### config.mk
export PLATFORM = sky130hd
export DESIGN_NAME = time_display_mux
export DESIGN_NICKNAME = d
export VERILOG_FILES = /design/src/rtl/time_display_mux_pkg.sv /design/src/rtl/time_display_mux_bcd_to_seg7.sv /design/src/rtl/time_display_mux.sv
export SDC_FILE = /design/constraint.sdc
export NUM_CORES = 1
export LEC_CHECK = 0
export ABC_CLOCK_PERIOD_IN_PS = 4100
export CAP_MARGIN = 10
export CORE_UTILIZATION = 55
export DETAILED_ROUTE_END_ITERATION = 8
export PLACE_DENSITY = 0.78
export SYNTH_ARGS = -nofsm -noshare
export SYNTH_HDL_FRONTEND = slang
export SYNTH_SLANG_ARGS = --single-unit
### constraint.sdc
create_clock -name clk -period 4.1 [get_ports clk]
set_input_delay 0.82 -clock clk [delete_from_list [all_inputs] [get_ports clk]]
set_output_delay 0.82 -clock clk [all_outputs]
set_load 0.005 [all_outputs]
### src/rtl/time_display_mux_pkg.sv
// Shared constants and types for the 4-digit multiplexed time display.
package time_display_mux_pkg;

    // Active-low seven-segment patterns, bit order {g,f,e,d,c,b,a}.
    localparam logic [6:0] SEG_0    = 7'b1000000;
    localparam logic [6:0] SEG_1    = 7'b1111001;
    localparam logic [6:0] SEG_2    = 7'b0100100;
    localparam logic [6:0] SEG_3    = 7'b0110000;
    localparam logic [6:0] SEG_4    = 7'b0011001;
    localparam logic [6:0] SEG_5    = 7'b0010010;
    localparam logic [6:0] SEG_6    = 7'b0000010;
    localparam logic [6:0] SEG_7    = 7'b1111000;
    localparam logic [6:0] SEG_8    = 7'b0000000;
    localparam logic [6:0] SEG_9    = 7'b0010000;
    localparam logic [6:0] SEG_DASH = 7'b0111111;
    localparam logic [6:0] SEG_OFF  = 7'b1111111;

    // All digit enables inactive (common anode, active-low).
    localparam logic [3:0] ANODE_OFF = 4'b1111;

    // Digit slot, 0 is the rightmost digit.
    typedef logic [1:0] digit_idx_t;

    // Everything a frame displays, captured once at the start of each frame.
    typedef struct packed {
        logic [3:0] sec_u;
        logic [2:0] sec_t;
        logic [3:0] min_u;
        logic [2:0] min_t;
        logic [3:0] hr_u;
        logic [1:0] hr_t;
        logic       show_seconds;
        logic       adj_min;
        logic       adj_hour;
    } frame_snap_t;

    // Active-low one-hot enable for a single digit slot.
    function automatic logic [3:0] anode_for(input digit_idx_t idx);
        return ~(4'b0001 << idx);
    endfunction

endpackage

### src/rtl/time_display_mux_bcd_to_seg7.sv
// Combinational BCD to active-low seven-segment decoder; non-BCD values show a dash.
module bcd_to_seg7
    import time_display_mux_pkg::*;
(
    input  logic [3:0] bcd,
    output logic [6:0] seg
);

    // Pattern lookup, anything above 9 decodes to a dash.
    always_comb begin
        seg = SEG_DASH;
        case (bcd)
            4'd0: seg = SEG_0;
            4'd1: seg = SEG_1;
            4'd2: seg = SEG_2;
            4'd3: seg = SEG_3;
            4'd4: seg = SEG_4;
            4'd5: seg = SEG_5;
            4'd6: seg = SEG_6;
            4'd7: seg = SEG_7;
            4'd8: seg = SEG_8;
            4'd9: seg = SEG_9;
            default: seg = SEG_DASH;
        endcase
    end

endmodule

### src/rtl/time_display_mux.sv
// Time-multiplexes HH:MM or MM:SS BCD digits onto a 4-digit common-anode display,
// with field blinking for adjustment and a decimal-point colon.
module time_display_mux
    import time_display_mux_pkg::*;
#(
    parameter int REFRESH_DIV = 100000,
    parameter int BLINK_TICKS = 125,
    parameter int BLANK_LEAD  = 1
) (
    input  logic       clk,
    input  logic       reset,
    input  logic [3:0] seconds_units,
    input  logic [2:0] seconds_tens,
    input  logic [3:0] minutes_units,
    input  logic [2:0] minutes_tens,
    input  logic [3:0] hours_units,
    input  logic [1:0] hours_tens,
    input  logic       show_seconds,
    input  logic       adj_min,
    input  logic       adj_hour,
    output logic [3:0] anode,
    output logic [6:0] segments,
    output logic       dp
);

    localparam int RW = (REFRESH_DIV > 1) ? $clog2(REFRESH_DIV) : 1;
    localparam int BW = (BLINK_TICKS > 1) ? $clog2(BLINK_TICKS) : 1;
    localparam logic [RW-1:0] REFRESH_LAST = RW'(REFRESH_DIV - 1);
    localparam logic [BW-1:0] BLINK_LAST   = BW'(BLINK_TICKS - 1);

    logic [RW-1:0] refresh_cnt;
    logic          tick;
    digit_idx_t    digit_idx;
    logic [BW-1:0] blink_cnt;
    logic [BW-1:0] blink_cnt_next;
    logic          blink_phase;
    logic          blink_phase_next;
    logic          adj_active;
    logic          frame_start;
    frame_snap_t   live;
    frame_snap_t   snap;
    frame_snap_t   cur;
    logic [3:0]    digit_val;
    logic          in_minutes;
    logic          in_hours;
    logic          lead_blank;
    logic          dp_lit;
    logic          blank;
    logic [6:0]    seg_dec;

    assign tick        = (refresh_cnt == REFRESH_LAST);
    assign frame_start = tick && (digit_idx == 2'd0);
    assign adj_active  = adj_min | adj_hour;

    assign live = '{
        sec_u:        seconds_units,
        sec_t:        seconds_tens,
        min_u:        minutes_units,
        min_t:        minutes_tens,
        hr_u:         hours_units,
        hr_t:         hours_tens,
        show_seconds: show_seconds,
        adj_min:      adj_min,
        adj_hour:     adj_hour
    };

    // The first digit of a frame is decoded from the live inputs being captured,
    // so the whole frame, including slot 0, shows one consistent snapshot.
    assign cur = frame_start ? live : snap;

    // Refresh divider, digit index and frame snapshot.
    always_ff @(posedge clk or posedge reset) begin
        if (reset) begin
            refresh_cnt <= '0;
            digit_idx   <= '0;
            snap        <= '0;
        end else begin
            if (tick) begin
                refresh_cnt <= '0;
                digit_idx   <= digit_idx_t'(digit_idx + 2'd1);
            end else begin
                refresh_cnt <= refresh_cnt + 1'b1;
            end
            if (frame_start) begin
                snap <= live;
            end
        end
    end

    // Blink timebase: counts refresh ticks while a field is being adjusted.
    always_comb begin
        blink_cnt_next   = blink_cnt;
        blink_phase_next = blink_phase;
        if (!adj_active) begin
            blink_cnt_next   = '0;
            blink_phase_next = 1'b0;
        end else if (tick) begin
            if (blink_cnt == BLINK_LAST) begin
                blink_cnt_next   = '0;
                blink_phase_next = ~blink_phase;
            end else begin
                blink_cnt_next = blink_cnt + 1'b1;
            end
        end
    end

    // Blink state register.
    always_ff @(posedge clk or posedge reset) begin
        if (reset) begin
            blink_cnt   <= '0;
            blink_phase <= 1'b0;
        end else begin
            blink_cnt   <= blink_cnt_next;
            blink_phase <= blink_phase_next;
        end
    end

    // Select the digit for the current slot and work out field membership and colon.
    always_comb begin
        digit_val  = 4'd0;
        in_minutes = 1'b0;
        in_hours   = 1'b0;
        lead_blank = 1'b0;
        dp_lit     = 1'b0;
        case (digit_idx)
            2'd0: begin
                digit_val  = cur.show_seconds ? cur.sec_u : cur.min_u;
                in_minutes = ~cur.show_seconds;
            end
            2'd1: begin
                digit_val  = cur.show_seconds ? {1'b0, cur.sec_t} : {1'b0, cur.min_t};
                in_minutes = ~cur.show_seconds;
            end
            2'd2: begin
                digit_val  = cur.show_seconds ? cur.min_u : cur.hr_u;
                in_minutes = cur.show_seconds;
                in_hours   = ~cur.show_seconds;
                dp_lit     = cur.show_seconds | ~cur.sec_u[0];
            end
            default: begin
                digit_val  = cur.show_seconds ? {1'b0, cur.min_t} : {2'b00, cur.hr_t};
                in_minutes = cur.show_seconds;
                in_hours   = ~cur.show_seconds;
                lead_blank = (BLANK_LEAD != 0) && !cur.show_seconds && (cur.hr_t == 2'd0);
            end
        endcase
    end

    // Blanking uses the post-tick blink phase so a tick that wraps the blink
    // counter already shows the new phase.
    assign blank = lead_blank
                 | (blink_phase_next & ((in_minutes & cur.adj_min) | (in_hours & cur.adj_hour)));

    bcd_to_seg7 u_dec (
        .bcd (digit_val),
        .seg (seg_dec)
    );

    // Display pin registers: load a new digit on each tick, otherwise hold.
    always_ff @(posedge clk or posedge reset) begin
        if (reset) begin
            anode    <= ANODE_OFF;
            segments <= SEG_OFF;
            dp       <= 1'b1;
        end else if (tick) begin
            anode    <= anode_for(digit_idx);
            segments <= blank ? SEG_OFF : seg_dec;
            dp       <= ~dp_lit;
        end
    end

endmodule

==> flow_summary.yaml <==
status:
  run_status: "finished clean"
synth:
  synth_edf_count: 0
  syn-num-nets: 426
  synth-async-reset-ratio_pct: 100
  syn_area_sq_um: 3550
  ys_ff_latch: 62
  synth_area_per_cell_sq_um: 9.20
  synth_seq_area_share_pct: 44.1
  synth_cell_types: 60
  yosysWarnings: 0
  syn_inst: 386
  synthFlopType: "dfrtp_1"
final_layout:
  mostFrequentLayoutCell: "nand2_1"
  fillers: 483
  syn_to_final_growth_pct: 17.6
  nNetsFinal: 460
  fin_area_sq_um: 4180
  final_cell_mix: "nand2_1, dfrtp_1, clkdlybuf4s50_1"
  drive_above_1_share_pct: 12.7
  antenna_cells: 0
critical_path:
  worstSetupPathType: "reg2reg"
  path_buf_inv: 1
  crit_path_start_kind: "flop"
  crit_chain: "ha_1 -> and4_1 -> and4_1 -> buf_4 -> nand2_2 -> and3_4 -> o31a_1 -> or3_1 -> o311a_1"
  arrival_ps: 3670
  required_ps: 4370
  reg2reg_depth: 9
  crit_family: "simple AND/OR/NAND/NOR gates"
  end_kind: "flop"
  cp-startpoint: "refresh_cnt[0]$_DFF_PP0_"
  r2r-end: "segments[0]$_DFFE_PP1N_"
  critPathMostFrequentCell: "and4_1"
  regToRegSetupSlack_ps: 690
  worst-path-max-fanout: 32
  crit-reg2reg-launch: "refresh_cnt[0]$_DFF_PP0_"
  slowest_stage: "or3_1"
  max_stage_delay_ps: 490
power_and_ir_drop:
  ir_worst_vdd_uv: 239
  power.switching_mw: 0.291
  power_frac_comb_pct: 4.4
  seqPwrFrac_pct: 49.8
  p_clk_share_pct: 45.9
  switching_share_pct: 23.6
  power.internal_mw: 0.939
  powerDensity_nw_per_um2: 294
  p_leak_nw: 1.81
drt:
  drt_iter0_drc: 221
  wl_microns: 7930
  vias: 2932
  vias_per_cell: 5.86
  wire_per_inst_microns: 15.9
  first_pass_iters: 5
  post-route-drc-count: 0
  drt.antenna.violating_nets: 0
min_path:
  worstHoldStart: "snap[17]$_DFF_PP0_"
  hold_depth: 2
  holdPathEnd: "snap[17]$_DFF_PP0_"
  min_path_type: "reg2reg"
die:
  die_h_microns: 82.4
  dieArea_sq_um: 6780
  num_rows: 28
  core_area_sq_um: 6060
  die_x_microns: 82.4
  ios: 37
  start_util_pct: 58.6
sta:
  fin_crit_sh_pct: 83.2
  finalSetupViolations: 0
  tightest_slew_ps: 778
  fin_crit_ps: 3410
  clock.fmax_mhz: 293
  rsz0062_at_grt: "no"
  fin_skew_ps: 11.5
  slew_violations: 0
  fin_tns_setup_ps: 0
  final_hold_viol_count: 0
  relSlewSlack_pct: 48.2
clock_network:
  clk_latency_ps: 340
  cts.sinks: 62
  cts_buffers: 9
  clockBufferDepth: 2
  clock-root-buffer: "clkbuf_8"
  htree_levels: 3
  clk_pin_slew_worst_paths_ps: 70
  cts_tree: "yes"
  postCtsSetupBuffers: 0
  cts_hold_buf: 0
  cts_resized: 0
grt:
  grt_pass1_vias: 2747
  grt_max_degree: 63
  grt_use_met2_pct: 39.3
  grt-busiest-layer: "met2"
  grt_usage_pct: 25.2
  met3_usage_pct: 4.18
  use_met1_pct: 34.5
  grt_pass1_wl_microns: 12700
  antenna_found_initial: 0
  grt.overflow.total: 0
placement:
  buffer_ports.inserted: 36
  gp_congestion: 0.887
  dpl_cell_area_sq_um: 3970
  dp_hpwl_microns: 5420
flow_run:
  cap_violations: 0
-- Yosys cell counts (3+ instances only) --
master | instances | area [sq um]
nand2_1 | 85 | 319
dfrtp_1 | 50 | 1250
nor2_1 | 30 | 113
nand3_1 | 16 | 80.1
ha_1 | 15 | 188
inv_1 | 14 | 52.6
o21ai_0 | 14 | 70.1
dfstp_2 | 12 | 315
clkbuf_1 | 11 | 41.3
xor2_1 | 11 | 96.3
a21oi_1 | 10 | 50.1
mux2i_1 | 10 | 100
mux2_2 | 8 | 90.1
xnor2_1 | 8 | 70.1
or3_1 | 6 | 37.5
nand2b_1 | 5 | 31.3
nand4_1 | 5 | 31.3
o211ai_1 | 5 | 37.5
nor3_1 | 4 | 20.0
a31oi_1 | 3 | 18.8
and2_1 | 3 | 18.8
and3_1 | 3 | 18.8
and4_1 | 3 | 26.3
buf_1 | 3 | 11.3
buf_2 | 3 | 15.0
o2111ai_1 | 3 | 26.3
o211a_1 | 3 | 30.0
-- per-layer routing --
metal / up-vias / routed length (microns)
met5: - / 0
met4: 0 / 148
met3: 15 / 426
met2: 88 / 3640
met1: 1413 / 3710
li1: 1416 / -
-- flip-flops by register name, summed over array words and instances (netlist names) --
name	flops
refresh_cnt	17
snap	23
blink_cnt	7
segments	7
dp	1
digit_idx	2
anode	4
blink_phase	1
-- cell families (layout without fill, tap and decap cells) --
group / Yosys count / after routing / share of synthesized area (%)
compound gates: 65 / 65 / 13.0
xor+xnor: 19 / 19 / 4.68
fa+ha+maj: 15 / 15 / 5.28
buf+inv: 33 / 72 / 3.80
flops: 62 / 62 / 44.1
mux: 18 / 18 / 5.35
simple gates: 174 / 174 / 23.8
-- metrics by stage --
stage	total power [mW]	std cells	setup slack (ps)	util, %	hold slack (ps)
final	1.23	500	691	68.9	468
after global routing	1.26	500	515	68.9	490
after CTS	1.24	500	665	68.9	472
after detailed placement	0.677	484	570	65.5	457
after global placement	0.677	484	709	65.5	445
after floorplan	0.642	386	968	-	430
-- worst min-delay path: stages, from the launching register on --
cell	delay [ps]
dfrtp_1	340
nand2_1	50
nand2_1	50
-- final cells by class --
class	instances	area, sq um	share of cell area, %
repair buffers	42	405	9.71
flip-flops and latches	62	1570	37.5
inverters	14	52.6	1.26
multi-input cells	291	1850	44.3
well taps	75	93.8	2.25
clock inverters	6	70.1	1.68
clock buffers	10	138	3.30
-- worst max path at each step --
stage,endpoint,slack (ps),depth (start not counted)
after floorplan,segments[3]$_DFFE_PP1N_,970,10
after detailed placement,segments[5]$_DFFE_PP1N_,570,12
after CTS,segments[0]$_DFFE_PP1N_,660,9
after global routing,segments[0]$_DFFE_PP1N_,510,9
final,segments[0]$_DFFE_PP1N_,690,9
after global placement,segments[3]$_DFFE_PP1N_,710,11
-- power groups by stage --
stage               Clock [mW]  Combinational [mW]  Sequential (mW)
floorplan                    0              0.0185            0.623
global placement             0              0.0542            0.623
detailed placement           0              0.0540            0.623
CTS                      0.572              0.0544            0.612
global route             0.595              0.0585            0.612
finish                   0.564              0.0535            0.612
(Power assumes the default switching activity.)
==> RTL edit, RTL diff (same flow settings) <==
Add an input register stage for `seconds_tens`; this delays it by one clock. The other inputs are not delayed to match.
--- a/src/rtl/time_display_mux.sv
+++ b/src/rtl/time_display_mux.sv
@@ -29,4 +29,10 @@
     localparam logic [BW-1:0] BLINK_LAST   = BW'(BLINK_TICKS - 1);
 
+    logic [2:0] seconds_tens_q;
+
+    always_ff @(posedge clk) begin
+        seconds_tens_q <= seconds_tens;
+    end
+
     logic [RW-1:0] refresh_cnt;
     logic          tick;
@@ -55,5 +61,5 @@
     assign live = '{
         sec_u:        seconds_units,
-        sec_t:        seconds_tens,
+        sec_t:        seconds_tens_q,
         min_u:        minutes_units,
         min_t:        minutes_tens,
Check against the original RTL: same outputs for any inputs over 10 cycles, from zero or initial values and one cycle with reset high; that may be too few to reach the edited logic, so the function may still have changed.
==> RTL edit against the unedited design <==
  * Wire length rose by 1.2%
  * Final cell count fell by 0.40%
  * Power rose by 6.1%
  * Final area rose by 1.8%
  * Critical path type unchanged
  * Via count fell by 0.58%
  * Synthesized cell count fell by 1.6%
  * Largest power group unchanged
  * Area after synthesis rose by 2.2%
  * Clock power rose by 4%
  * Sequential cell count rose by 3
  * Global-route usage rose by 0.18 points
  * Core utilization fell by 2.0 points
  * Non-clock buffer count did not move
  * Largest cell class unchanged
  * Setup slack got worse by 170 ps
==> RTL edit: results <==
[finish]
nets = 456
top_regs = "snap (23), refresh_cnt (17)"
drive_gt1_frac = 0.133
antennaDiodeCount = 0

[cts]
cts_buffers = 9
root_buffer = "clkbuf_8"
hold_buffers = 0
post_cts_buffers = 0
path_clk_slew_ps = 70
cts_buffer_depth = 2
postCtsResizedCells = 0
clock_latency_ps = 350

[synth]
synth_warnings = 0
synth-compound-area-share = 0.149
netlist-cell-type-count = 68
synthArstFlopShare = 0.954
synth_xor_area_frac = 0.0458
synth.net_count = 420
muxShareOfSynthArea = 0.0424
yosys-top-cells-area = "dfrtp_1 34%, dfstp_2 8.7%, nand2_1 7.2%, ha_1 5.2%, mux2i_1 3.3%"
synth_common_cells = "70 x nand2_1, 50 x dfrtp_1, 24 x nor2_1"
yosysSeqAreaShare = 0.448
synthAdderAreaFrac = 0.0517
synth_ff_type = "dfrtp_1"

[critical_path]
critical-path-top-delay-family = "simple AND/OR/NAND/NOR gates"
crit_path_max_fanout = 19
crit_type = "reg2reg"
cpMaxStageDelayCell = "and4_4"
cpPeakStageDelay_ps = 430
crit_arrival_ps = 3850

[grt]
grt_max_degree = 28
grt_usage = 0.254
first_global_vias = 2830
antenna_found_initial = 0
grt_pass1_wl_um = 14000

[detailed_routing]
firstDrtPassIters = 4
routed-via-count = 2915
first_iter_violations = 215
drt-wirelength-per-cell_um = 16.1

[hold_path]
hold_path.class = "reg2reg"

[sta]
worst_slew_pin_slew_ps = 765
skew_ps = 8.05

[power_and_ir_drop]
swShare = 0.225
p_seq_frac = 0.498
p_leak_nw = 1.85
peakVddDrop_mv = 0.190
p_clk_mw = 0.584

[placement]
gp_congestion = 0.894
dpl_cell_area_mm2 = 0.00404
hpwl_um = 5600

[run_status]
status = "finished clean"
==> RTL edit: changes by cell type after synthesis, moves of 5 or more <==
cell / before / now
nor2_1: 30 / 24
mux2_2: 8 / 1
a21oi_1: 10 / 18
nand2_1: 85 / 70
o21ai_0: 14 / 20
nand3_1: 16 / 21
==> RTL edit: kinds of logic (layout without fill, tap and decap cells) <==
| family | after synthesis | in the layout |
|---|---|---|
| simple gates | 154 | 154 |
| compound gates | 77 | 77 |
| flops | 65 | 65 |
| buf+inv | 36 | 77 |
| xor+xnor | 19 | 19 |
| fa+ha+maj | 15 | 15 |
| mux | 14 | 14 |
==> RTL edit: path summary, 6_finish.rpt <==
path | startpoint | end | slack (ps) | cells after the start
min in group asynchronous | reset | refresh_cnt[6] | 860 | 2
worst min-delay path | seconds_tens_q[1] | snap[17] | 440 | 2
max in group asynchronous | reset | segments[3] | 2480 | 3
worst max-delay path | refresh_cnt[0] | segments[3] | 520 | 13
worst max register to register | refresh_cnt[0] | segments[3] | 520 | 13
worst min register to register | seconds_tens_q[1] | snap[17] | 440 | 2
==> RTL edit: final cells by class <==
class	instances	area (um2)
fillers	513	2100
multi-input cells	279	1840
flip-flops and latches	65	1630
repair buffers	42	405
clock buffers	12	165
well taps	77	96.3
inverters	19	71.3
clock inverters	4	50.0
==> RTL edit: metal layers <==
layer | global-route usage | wire (um) | up-vias
met4 | 0.0956 | 139 | 0
li1 | - | - | 1394
met5 | 0 | 0 | -
met3 | 0.0527 | 477 | 15
met1 | 0.351 | 3660 | 1397
met2 | 0.394 | 3750 | 109
==> RTL edit: through the flow <==
stage,power [mW],std cells,worst slack (ps)
floorplan,0.692,380,1080
global placement,0.730,482,636
detailed placement,0.731,482,463
CTS,1.32,498,545
global route,1.35,498,302
finish,1.30,498,517
